File: src/rtl/instr_fetch_queue_if.sv
// Fetch-queue bus: control, imem port and decode handshake.
// DUT takes the slave modport; the environment takes master.
interface instr_fetch_queue_if #(
  parameter int DEPTH = 4
);
  localparam int CW = $clog2(DEPTH) + 1;

  logic          start_i;
  logic [31:0]   imem_addr_o;
  logic [31:0]   imem_instr_i;
  logic          redirect_i;
  logic [31:0]   redirect_pc_i;
  logic          instr_valid_o;
  logic          instr_ready_i;
  logic [31:0]   instr_o;
  logic [31:0]   instr_pc_o;
  logic [CW-1:0] count_o;

  modport slave (
    input  start_i,
    input  imem_instr_i,
    input  redirect_i,
    input  redirect_pc_i,
    input  instr_ready_i,
    output imem_addr_o,
    output instr_valid_o,
    output instr_o,
    output instr_pc_o,
    output count_o
  );

  modport master (
    output start_i,
    output imem_instr_i,
    output redirect_i,
    output redirect_pc_i,
    output instr_ready_i,
    input  imem_addr_o,
    input  instr_valid_o,
    input  instr_o,
    input  instr_pc_o,
    input  count_o
  );
endinterface

File: src/rtl/instr_fetch_queue.sv
// Fetch PC owner plus prefetch FIFO feeding decode,
// with flush-and-redirect for taken branches and jumps.
module instr_fetch_queue #(
  parameter int          DEPTH    = 4,
  parameter logic [31:0] RESET_PC = 32'h0000_0000
) (
  input logic                clk_i,
  input logic                rst_i,
  instr_fetch_queue_if.slave bus
);
  localparam int AW = $clog2(DEPTH);
  localparam int CW = AW + 1;
  localparam logic [CW-1:0] FULL = CW'(DEPTH);

  logic [31:0]   pc_q;
  logic [AW-1:0] head_q;
  logic [AW-1:0] tail_q;
  logic [CW-1:0] count_q;
  logic [31:0]   mem_instr [DEPTH];
  logic [31:0]   mem_pc    [DEPTH];

  logic not_empty;
  logic valid;
  logic pop;
  logic push;

  assign not_empty = (count_q != '0);
  assign valid     = not_empty & ~bus.redirect_i;
  assign pop       = valid & bus.instr_ready_i;
  assign push      = bus.start_i & ~bus.redirect_i
                   & ((count_q != FULL) | pop);

  assign bus.imem_addr_o   = pc_q;
  assign bus.instr_valid_o = valid;
  assign bus.count_o       = count_q;
  assign bus.instr_o       = not_empty ? mem_instr[head_q] : '0;
  assign bus.instr_pc_o    = not_empty ? mem_pc[head_q] : '0;

  // Storage needs no reset: empty slots are masked by count.
  always_ff @(posedge clk_i) begin
    if (push) begin
      mem_instr[tail_q] <= bus.imem_instr_i;
      mem_pc[tail_q]    <= pc_q;
    end
  end

  always_ff @(posedge clk_i or negedge rst_i) begin
    if (!rst_i) begin
      pc_q    <= RESET_PC;
      head_q  <= '0;
      tail_q  <= '0;
      count_q <= '0;
    end else if (bus.redirect_i) begin
      pc_q    <= {bus.redirect_pc_i[31:2], 2'b00};
      head_q  <= '0;
      tail_q  <= '0;
      count_q <= '0;
    end else begin
      if (push) begin
        pc_q   <= pc_q + 32'd4;
        tail_q <= tail_q + 1'b1;
      end
      if (pop) head_q <= head_q + 1'b1;
      unique case (1'b1)
        push & ~pop: count_q <= count_q + 1'b1;
        pop & ~push: count_q <= count_q - 1'b1;
        default:     count_q <= count_q;
      endcase
    end
  end
endmodule

File: src/flat_wrapper.sv
// flat-port wrapper written by rule: the top's interface ports become plain ports
module instr_fetch_queue_flat 
#(
  parameter int          DEPTH    = 4,
  parameter logic [31:0] RESET_PC = 32'h0000_0000
)
  (clk_i, rst_i, bus_start_i, bus_imem_instr_i, bus_redirect_i, bus_redirect_pc_i, bus_instr_ready_i, bus_imem_addr_o, bus_instr_valid_o, bus_instr_o, bus_instr_pc_o, bus_count_o);
  instr_fetch_queue_if #(.DEPTH(DEPTH)) bus_i ();
  input logic clk_i;
  input logic rst_i;
  input wire logic [$bits(bus_i.start_i)-1:0] bus_start_i;
  input wire logic [$bits(bus_i.imem_instr_i)-1:0] bus_imem_instr_i;
  input wire logic [$bits(bus_i.redirect_i)-1:0] bus_redirect_i;
  input wire logic [$bits(bus_i.redirect_pc_i)-1:0] bus_redirect_pc_i;
  input wire logic [$bits(bus_i.instr_ready_i)-1:0] bus_instr_ready_i;
  output wire logic [$bits(bus_i.imem_addr_o)-1:0] bus_imem_addr_o;
  output wire logic [$bits(bus_i.instr_valid_o)-1:0] bus_instr_valid_o;
  output wire logic [$bits(bus_i.instr_o)-1:0] bus_instr_o;
  output wire logic [$bits(bus_i.instr_pc_o)-1:0] bus_instr_pc_o;
  output wire logic [$bits(bus_i.count_o)-1:0] bus_count_o;
  assign bus_i.start_i = bus_start_i;
  assign bus_i.imem_instr_i = bus_imem_instr_i;
  assign bus_i.redirect_i = bus_redirect_i;
  assign bus_i.redirect_pc_i = bus_redirect_pc_i;
  assign bus_i.instr_ready_i = bus_instr_ready_i;
  assign bus_imem_addr_o = bus_i.imem_addr_o;
  assign bus_instr_valid_o = bus_i.instr_valid_o;
  assign bus_instr_o = bus_i.instr_o;
  assign bus_instr_pc_o = bus_i.instr_pc_o;
  assign bus_count_o = bus_i.count_o;
  instr_fetch_queue #(.DEPTH(DEPTH), .RESET_PC(RESET_PC)) u_core (.clk_i(clk_i), .rst_i(rst_i), .bus(bus_i));
endmodule
File: config.mk
export PLATFORM = sky130hd
export DESIGN_NAME = instr_fetch_queue_flat
export DESIGN_NICKNAME = d
export VERILOG_FILES = /design/src/rtl/instr_fetch_queue_if.sv /design/src/rtl/instr_fetch_queue.sv /design/src/flat_wrapper.sv
export SDC_FILE = /design/constraint.sdc
export NUM_CORES = 1
export LEC_CHECK = 0
export ABC_AREA = 1
export BUFFER_PORTS_ARGS = -buffer_cell sky130_fd_sc_hd__buf_2
export CORE_MARGIN = 2
export CORE_UTILIZATION = 40
export CTS_CLUSTER_SIZE = 10
export DETAILED_ROUTE_END_ITERATION = 10
export SETUP_SLACK_MARGIN = 0.4
export SLEW_MARGIN = 10
export SYNTH_ARGS = -nofsm -noshare
export SYNTH_HDL_FRONTEND = slang
export SYNTH_SLANG_ARGS = --single-unit
File: constraint.sdc
create_clock -name clk_i -period 8.9 [get_ports clk_i]
set_clock_uncertainty 0.1 [all_clocks]
set_input_delay 0 -clock clk_i [delete_from_list [all_inputs] [get_ports clk_i]]
set_output_delay 0 -clock clk_i [all_outputs]
set_load 0.005 [all_outputs]
==> results.cfg, run 1 <==
[clocking]
post_cts_buffers = 0
root_buffer = clkbuf_16
clkSinkCount = 285
cts_buffers = 35
clockBufferDepth = 3
clkSlewWorstSetupHoldPaths_ns = 0.05
cts_tree = built
insertion_delay_ns = 0.49
h-tree-depth = 2
cts_resized = 0
postCtsHoldBufs = 72

[synthesis]
synthTopCellsByCount = 297 x nor2_1, 248 x edfxtp_1, 198 x nand2_1, 115 x o21ai_0, 62 x a21oi_1
synthTopCellsByArea = edfxtp_1 60%, nor2_1 9.0%, dfrtp_1 7.5%, nand2_1 6.0%, o21ai_0 4.6%
netlist_instances = 1184
synth_flop_cell = edfxtp_1
synth-edff-count = 248
ys_ff_latch = 285
synth.top_cell.area_share = 0.601
ys_warn_count = 0
synth_seq_area_share = 0.676
synth_area_um2 = 12400
yosysUniqueCellTypes = 33
yosysMostFrequentCell = nor2_1
synthArstFlopShare = 0.130
syn_area_per_cell_um2 = 10.5
yosys.area.top_type = edfxtp_1

[sta]
setup_viol = 0
rsz0062_at_grt = false
period_share = 0.390
drv_slew = 0
clock.fmax_mhz = 288
tightest_slew_ns = 0.927
fin_hold_ws_ns = -0.00247
relSlewSlack = 0.382
period_minus_slack_ns = 3.47
hold_viol = 1
setup_tns_ns = 0

[pwr]
p_per_area_nw_per_um2 = 242
leakage_nw = 5.93
vdd_drop_max_uv = 130

[grt]
overflow = 0
track_usage = 0.185
antenna_found_initial = 0
grt_pass1_vias = 8896
grt_start_max_net_pins = 81
grt_pass1_wl_mm = 47.7

[worst_setup_path]
startpoint = u_core.head_q[0]$_DFFE_PN0P_
worst-path-buf-inv = 3
cp_max_fo = 64
required_ns = 8.80
critical_path.max_stage_delay_ns = 0.84
r2r_start = u_core.bus.count_o[0]$_DFFE_PN0P_
cp_num_cells = 5
end_kind = output port
critical_path.cell_chain = clkinv_2 > buf_4 > o21ai_0 > a21oi_1 > buf_2
r2r_end = u_core.mem_pc[1][25]$_DFFE_PP_
crit_slowest_cell = clkinv_2
r2r_slack_ns = 6.14
start_kind = flip-flop
reg2regPathDepth = 5
worstSetupPathType = flip-flop to output port
cp.arrival_ns = 3.37
critPathTopFamily = buffers and inverters
worstSetupEndpoint = bus_instr_pc_o[21]

[drt]
vias_per_cell = 4.99
first_pass_iters = 5
drc = 0
top_layer = met4
drtIter0Drc = 619
via_count = 9067
postRouteAntennaNets = 0
wl_met1_mm = 13.7
wl_met3_mm = 1.55
wl_met2_mm = 14.7
routed_wl_mm = 30.5
wl_per_cell_um = 16.8

[floorplanning]
io_pins = 169
chipWidth_um = 180
die_height_um = 180
start_util = 0.406
fp-row-count = 64
dieArea_um2 = 32400
core_um2 = 30500

[status]
status = finished with violations
violations = negative hold slack

[min_path]
min_path_type = input pin to flip-flop
hold_depth = 3
hp-start = bus_redirect_i

[layout]
nets = 1481
drive_gt1_frac = 0.170
antennaDiodeCount = 0
area_delta_synth_final_pct = 22.7

[flow_run]
max_cap_viol_count = 0

[placed_design]
dp_hpwl_mm = 17.0
io_buffers = 162
gp_congestion = 0.845
[state kept, by name, indices dropped and copies added, names as in the netlist]
signal and count:
u_core.bus.count_o 3, u_core.bus.imem_addr_o 30, u_core.head_q 2, u_core.mem_instr 128, u_core.mem_pc 120, u_core.tail_q 2
[per-stage QoR]
stage	std cells	utilization	power (mW)	worst slack, ns	area (µm²)
final	1817	0.498	3.68	5.43	15200
after global routing	1817	0.498	3.87	5.14	15200
after CTS	1817	0.498	3.73	5.35	15200
after detailed placement	1693	0.442	2.44	5.89	13500
after global placement	1693	0.442	2.43	5.92	13500
after floorplan	1187	-	2.10	4.83	12400
[per-layer routing]
metal  up-vias  GRT usage
met5         -          0
met4         0     0.0491
met3        46     0.0265
met2       251      0.314
met1      4338      0.251
li1       4432          -
[how the worst min path moves through the flow]
stage,to,slack [ns]
after floorplan,u_core.bus.count_o[0]$_DFFE_PN0P_,-0.40
after global placement,u_core.bus.imem_addr_o[23]$_DFFE_PN0P_,0.08
after detailed placement,u_core.bus.imem_addr_o[25]$_DFFE_PN0P_,0.08
after CTS,u_core.bus.imem_addr_o[5]$_DFFE_PN0P_,0.0003
after global routing,u_core.bus.imem_addr_o[5]$_DFFE_PN0P_,0.04
final,u_core.bus.imem_addr_o[8]$_DFFE_PN0P_,-0.002
[layout make-up]
cell class,instances,area [µm²]
fill,2780,15300
sequential,285,8380
multi-input combinational,789,3530
timing repair buffer,243,1600
clock buffer,48,988
tap,396,495
inverter,52,199
clock inverter,4,17.5
[cell usage in the layout, fill, tap and decap left out, types with 2 or more instances in the layout]
master,instances
clkbuf_16,38
nand4_1,4
ha_1,5
nor2_1,293
inv_2,4
nand2_4,2
clkinv_1,2
o21ai_1,13
nor2_4,5
conb_1,4
buf_2,162
buf_4,9
nor2_2,9
nand3_1,53
inv_1,46
clkbuf_1,10
dfrtp_1,35
o21ai_0,115
o21bai_1,4
nand2_1,198
edfxtp_1,248
clkinv_2,3
a21oi_1,62
xor2_1,5
xnor2_1,8
dlygate4sd3_1,72
nand2_2,3
[worst register-to-register path, stage by stage, from the launching register on]
cell	delay, ns
dfrtp_1	0.45
nor2_1	0.10
o211ai_2	0.10
nand2_4	0.26
nor2_4	0.64
buf_4	0.71
[where the power goes]
group | internal [mW] | leakage [nW] | switching [mW]
clock network | 0.765 | 0.491 | 0.491
logic | 0.279 | 2.73 | 0.486
registers | 1.56 | 2.71 | 0.103
[cells by family (layout without fill, tap and decap cells)]
group / after synthesis / in the layout / synth area share
buf+inv: 113 / 347 / 0.0426
fa+ha+maj: 6 / 6 / 0.00667
other cells: 1 / 4 / 0.000303
xor+xnor: 13 / 13 / 0.00919
compound gates: 197 / 197 / 0.0813
flops: 285 / 285 / 0.676
simple gates: 569 / 569 / 0.184
Power figures use the tool's default switching activity.
==> inputs of run 2 (changes only) <==
clock period = 2.87 ns   (was 8.9 ns; I/O delays follow)
==> run 2 against run 1 <==
The flow now finishes without violations. Register-to-register slack worse by 5.4 ns. Count of clock-buffer cells in the layout is 2 lower. Critical path depth is 1 higher. Sequential share of layout area is 0.62 points lower. Die area stayed put. Setup slack worse by 4.9 ns. Final area is 1.1% higher. Global-route usage is 0.38 points higher. Flip-flop and latch count stayed put. Utilization is 0.57 points higher. Routed wire length is 0.56% higher. Critical path type unchanged. Largest power group unchanged.
==> results.cfg, run 2 (same netlist as run 1, synthesis figures left out) <==
[grt]
grt_pass1_wl_mm = 48.6
overflow = 0
track_usage = 0.189
grt_pass1_vias = 8952
antenna_found_initial = 0
grt_start_max_net_pins = 128

[drt]
postRouteAntennaNets = 0
first_pass_iters = 5
wl_met3_mm = 1.41
routed_wl_mm = 30.7
vias_per_cell = 4.96
wl_per_cell_um = 16.8
wl_met1_mm = 13.7
top_layer = met4
drtIter0Drc = 594
drc = 0
wl_met2_mm = 15.1
via_count = 9083

[sta]
drv_slew = 0
relSlewSlack = 0.400
setup_tns_ns = 0
clock.fmax_mhz = 422
tightest_slew_ns = 0.900
rsz0062_at_grt = true
period_minus_slack_ns = 2.37
period_share = 0.826
hold_viol = 0
setup_viol = 0

[layout]
layout_commonest_cell = nor2_1
mostFrequentLayoutCells = 293 x nor2_1, 248 x edfxtp_1, 198 x nand2_1
fill_cells = 2755
largest_reg_flops = 128
area_delta_synth_final_pct = 24.1
fin_util = 0.504
largest_register = u_core.mem_instr
antennaDiodeCount = 0
nets = 1493
drive_gt1_frac = 0.173

[floorplanning]
core_um2 = 30500
die_height_um = 180
chipWidth_um = 180
io_pins = 169
fp-row-count = 64
dieArea_um2 = 32400
start_util = 0.406

[flow_run]
max_cap_viol_count = 0

[clocking]
root_buffer = clkbuf_16
cts_buffers = 35
insertion_delay_ns = 0.51
clkSinkCount = 285
clkSlewWorstSetupHoldPaths_ns = 0.05
cts_tree = built
h-tree-depth = 2
clockBufferDepth = 3

[worst_setup_path]
crit_top_cell = nor2_1
crit_slowest_cell = dfrtp_4
start_kind = flip-flop
cp_max_fo = 127
worstSetupPathType = flip-flop to output port
required_ns = 2.77
cp.arrival_ns = 2.27
worst-path-buf-inv = 2
critPathTopFamily = buffers and inverters
critical_path.cell_chain = buf_16 > nor2_1 > nor2_1 > o21ai_0 > a21oi_1 > buf_2
end_kind = output port
critical_path.max_stage_delay_ns = 0.45

[min_path]
min_path_type = input pin to flip-flop

[pwr]
power_mw = 11.4
vdd_drop_max_uv = 464
leakage_nw = 5.99
p_per_area_nw_per_um2 = 744

[status]
status = finished, final reports clean

[placed_design]
gp_congestion = 0.866
dp_hpwl_mm = 17.3
io_buffers = 162
## run 2: tightest hold or removal path, stage by stage
cell and delay, ns:
buf_2 0.33, nand2_1 0.18, nand3_1 0.07
## run 2: path summary, 6_finish.rpt
path                                                        start                                     end  slack [ns]  cells past startpoint
worst max-delay path                 u_core.head_q[0]$_DFFE_PN0P_                      bus_instr_pc_o[12]        0.50                      6
worst min-delay path                               bus_redirect_i  u_core.bus.imem_addr_o[14]$_DFFE_PN0P_        0.03                      3
max in group asynchronous                                   rst_i            u_core.head_q[0]$_DFFE_PN0P_        1.93                      2
worst min register to register       u_core.tail_q[0]$_DFFE_PN0P_            u_core.tail_q[0]$_DFFE_PN0P_        0.53                      3
worst max register to register  u_core.bus.count_o[0]$_DFFE_PN0P_       u_core.bus.count_o[2]$_DFFE_PN0P_        0.72                     11
min in group asynchronous                                   rst_i  u_core.bus.imem_addr_o[22]$_DFFE_PN0P_        0.05                      2
## run 2: per-layer routing
layer | global-route usage | up-vias
li1 | - | 4469
met1 | 0.250 | 4363
met2 | 0.327 | 212
met3 | 0.0294 | 39
met4 | 0.0472 | 0
met5 | 0 | -
## run 2: per-stage QoR
| step | setup WS, ns | cells | hold slack [ns] | instance area (µm²) |
|---|---|---|---|---|
| 2_1_floorplan | -0.136 | 1187 | -0.396 | 12400 |
| 3_3_place_gp | 0.793 | 1699 | 0.0755 | 13600 |
| 3_5_place_dp | 0.759 | 1699 | 0.0703 | 13600 |
| 4_1_cts | 0.430 | 1830 | 0.0105 | 15400 |
| 5_1_grt | 0.387 | 1830 | 0.0604 | 15400 |
| 6_report | 0.498 | 1830 | 0.0337 | 15400 |
## run 2: what timing repair did
item                                    CTS  global route
setup buffers                             0             0
resized for setup                         0             5
endpoints found under the setup margin    0            38
hold buffers                             78             0
hold endpoints to repair                200             0
## run 2: power breakdown
part,internal (mW),switching [mW],total [mW]
Clock,2.25,1.57,3.83
Sequential,4.83,0.264,5.09
Combinational,0.940,1.58,2.52
Total,8.02,3.42,11.4
## run 2: cell type report
type / count / area (µm²) / share of cell area
Sequential cell: 285 / 8380 / 0.545
Tap cell: 396 / 495 / 0.0322
Inverter: 52 / 203 / 0.0132
Timing Repair Buffer: 255 / 1800 / 0.117
Clock buffer: 46 / 927 / 0.0603
Multi-Input combinational cell: 789 / 3530 / 0.229
Clock inverter: 7 / 43.8 / 0.00285
==> inputs of run 3 (changes only) <==
ABC_AREA = 0   (was 1)
clock period = 2.5 ns   (was 2.87 ns; I/O delays follow)
==> run 3 against run 2 <==
Clock power grew 18%. First-iteration DRC count shrank 1.2%. Largest cell class unchanged. Flip-flop and latch count is the same. Setup slack lost 0.25 ns. Sequential power grew 10%. Register-to-register slack lost 0.47 ns. Cell count shrank 24%.
==> results.cfg, run 3 <==
[synthesis]
synth_area_um2 = 11800
syn_area_per_cell_um2 = 17.1
ys_ff_latch = 285
netlist_instances = 690
yosys.area.top_type = edfxtp_1
synthTopCellsByArea = edfxtp_1 63%, mux4_2 12%, dfrtp_1 7.8%, and2_1 3.6%, nand3_1 0.97%
synth_flop_cell = edfxtp_1
yosysMostFrequentCell = edfxtp_1
synth.top_cell.area_share = 0.630
synthArstFlopShare = 0.130
ys_warn_count = 0
yosysUniqueCellTypes = 52
synth_seq_area_share = 0.708
synth-edff-count = 248
synthTopCellsByCount = 248 x edfxtp_1, 68 x and2_1, 62 x mux4_2, 37 x dfrtp_1, 29 x clkbuf_1

[sta]
relSlewSlack = 0.331
setup_tns_ns = 0
period_minus_slack_ns = 2.25
period_share = 0.899
fin_hold_ws_ns = 0.154
setup_ws_ns = 0.252
hold_viol = 0
drv_slew = 0
rsz0062_at_grt = true
setup_viol = 0
tightest_slew_ns = 1.00
clock.fmax_mhz = 445

[placed_design]
placed_cell_area_um2 = 13300
place_ws_ns = 0.217
io_buffers = 162
gp_congestion = 0.800
dp.cells = 1228
dp_hpwl_mm = 16.4

[drt]
via_count = 7229
drtIter0Drc = 587
postRouteAntennaNets = 0
wl_per_cell_um = 19.7
vias_per_cell = 5.17
first_pass_iters = 5
routed_wl_mm = 27.6
drc = 0

[clocking]
h-tree-depth = 2
root_buffer = clkbuf_16
clkSlewWorstSetupHoldPaths_ns = 0.06
insertion_delay_ns = 0.51
clkSinkCount = 285
cts_buffers = 35
cts_tree = built
clockBufferDepth = 3

[grt]
antenna_found_initial = 1
overflow = 0
track_usage = 0.176
grt_pass1_wl_mm = 41.8
grt_pass1_vias = 7307
grt_start_max_net_pins = 63

[layout]
largest_reg_flops = 128
nets = 1066
final_cells = 1398
mostFrequentLayoutCells = 248 x edfxtp_1, 122 x buf_2, 78 x dlygate4sd3_1
fin_util = 0.553
area_delta_synth_final_pct = 35.3
fin_area_um2 = 16000
largest_register = u_core.mem_instr
drive_gt1_frac = 0.410
fill_cells = 2323
layout_commonest_cell = edfxtp_1

[worst_setup_path]
start_kind = flip-flop
end_kind = flip-flop
critical_path.cell_chain = buf_4 > buf_4 > nor3_4 > nor3_1 > fa_2 > nor3b_1 > o21ai_0 > a21o_1 > a21oi_1
worstSetupPathType = flip-flop to flip-flop
crit_top_cell = buf_4
required_ns = 2.82
critPathTopFamily = simple AND/OR/NAND/NOR gates
cp.arrival_ns = 2.57
cp_max_fo = 7
worst-path-buf-inv = 2
crit_slowest_cell = dfrtp_1
critical_path.max_stage_delay_ns = 0.38

[status]
status = finished, final reports clean

[pwr]
p_per_area_nw_per_um2 = 807
power_mw = 12.9
leakage_nw = 5.68
vdd_drop_max_uv = 475

[floorplanning]
fp-row-count = 62
chipWidth_um = 176
core_um2 = 28900
start_util = 0.408
io_pins = 169
die_height_um = 176
dieArea_um2 = 30900

[flow_run]
max_cap_viol_count = 0

[min_path]
min_path_type = input pin to flip-flop
## run 3: cell types whose count changed after synthesis, sizes merged, moves of 10 or more
| cell | delta |
|---|---|
| nand2 | -176 |
| o21ai | -112 |
| nor2 | -283 |
| inv | -43 |
| and2 | +68 |
| a21oi | -56 |
| mux4 | +62 |
| buf | -26 |
| clkbuf | +10 |
| nand3 | -31 |
| a31oi | +13 |
| or4 | +14 |
## run 3: final timing paths
path,startpoint,end,slack [ns],cells past startpoint
min,bus_imem_instr_i[14],u_core.mem_instr[2][14]$_DFFE_PP_,0.15,2
min reg2reg,u_core.tail_q[1]$_DFFE_PN0P_,u_core.tail_q[1]$_DFFE_PN0P_,0.48,2
min in group asynchronous,rst_i,u_core.bus.count_o[1]$_DFFE_PN0P_,0.43,4
max reg2reg,u_core.bus.count_o[2]$_DFFE_PN0P_,u_core.bus.count_o[2]$_DFFE_PN0P_,0.25,9
max,u_core.bus.count_o[2]$_DFFE_PN0P_,u_core.bus.count_o[2]$_DFFE_PN0P_,0.25,9
max in group asynchronous,rst_i,u_core.bus.imem_addr_o[21]$_DFFE_PN0P_,1.68,4
## run 3: per-layer routing
metal,share of wire,GRT usage,vias up,wire [µm]
li1,-,-,3349,-
met1,0.44,0.246,3583,12300
met2,0.47,0.284,259,13100
met3,0.065,0.0416,38,1800
met4,0.015,0.0382,0,420
met5,0,0,-,0
## run 3: logic make-up (layout without fill, tap and decap cells)
| group | after synthesis | count (layout) | synth area share |
|---|---|---|---|
| multiplexers | 64 | 64 | 0.120 |
| other | 1 | 5 | 0.000317 |
| flip-flops | 285 | 285 | 0.708 |
| buffers and inverters | 54 | 374 | 0.0198 |
| adder cells (fa/ha/maj) | 6 | 6 | 0.00699 |
| AND/OR/NAND/NOR | 206 | 206 | 0.101 |
| XOR/XNOR | 12 | 12 | 0.00889 |
| AO/OA/AOI/OAI | 62 | 62 | 0.0344 |
## run 3: what timing repair did
item	4_1_cts	5_1_grt
cloned	2	4
buffers inserted	7	18
resized for setup	24	97
setup endpoints to repair	261	261
hold endpoints to repair	202	0
hold buffers	79	0
pin swaps	7	40
## run 3: layout make-up
| class | count | area (µm²) | area share |
|---|---|---|---|
| Antenna cell | 1 | 2.50 | 0.000156 |
| Clock buffer | 55 | 982 | 0.0614 |
| Clock inverter | 4 | 38.8 | 0.00243 |
| Inverter | 9 | 33.8 | 0.00211 |
| Multi-Input combinational cell | 354 | 3430 | 0.214 |
| Sequential cell | 285 | 8400 | 0.525 |
| Tap cell | 384 | 480 | 0.0300 |
| Timing Repair Buffer | 306 | 2630 | 0.164 |
## run 3: worst register-to-register path, cell delays in order, from the launching register on
cell and delay [ns]:
dfrtp_1 0.38, buf_4 0.15, buf_4 0.16, nor3_4 0.21, nor3_1 0.10, fa_2 0.38, nor3b_1 0.25, o21ai_0 0.15
a21o_1 0.18, a21oi_1 0.11
## run 3: power breakdown
part,internal (mW),switching (mW)
Sequential,5.43,0.166
Clock,2.70,1.83
Combinational,1.65,1.14
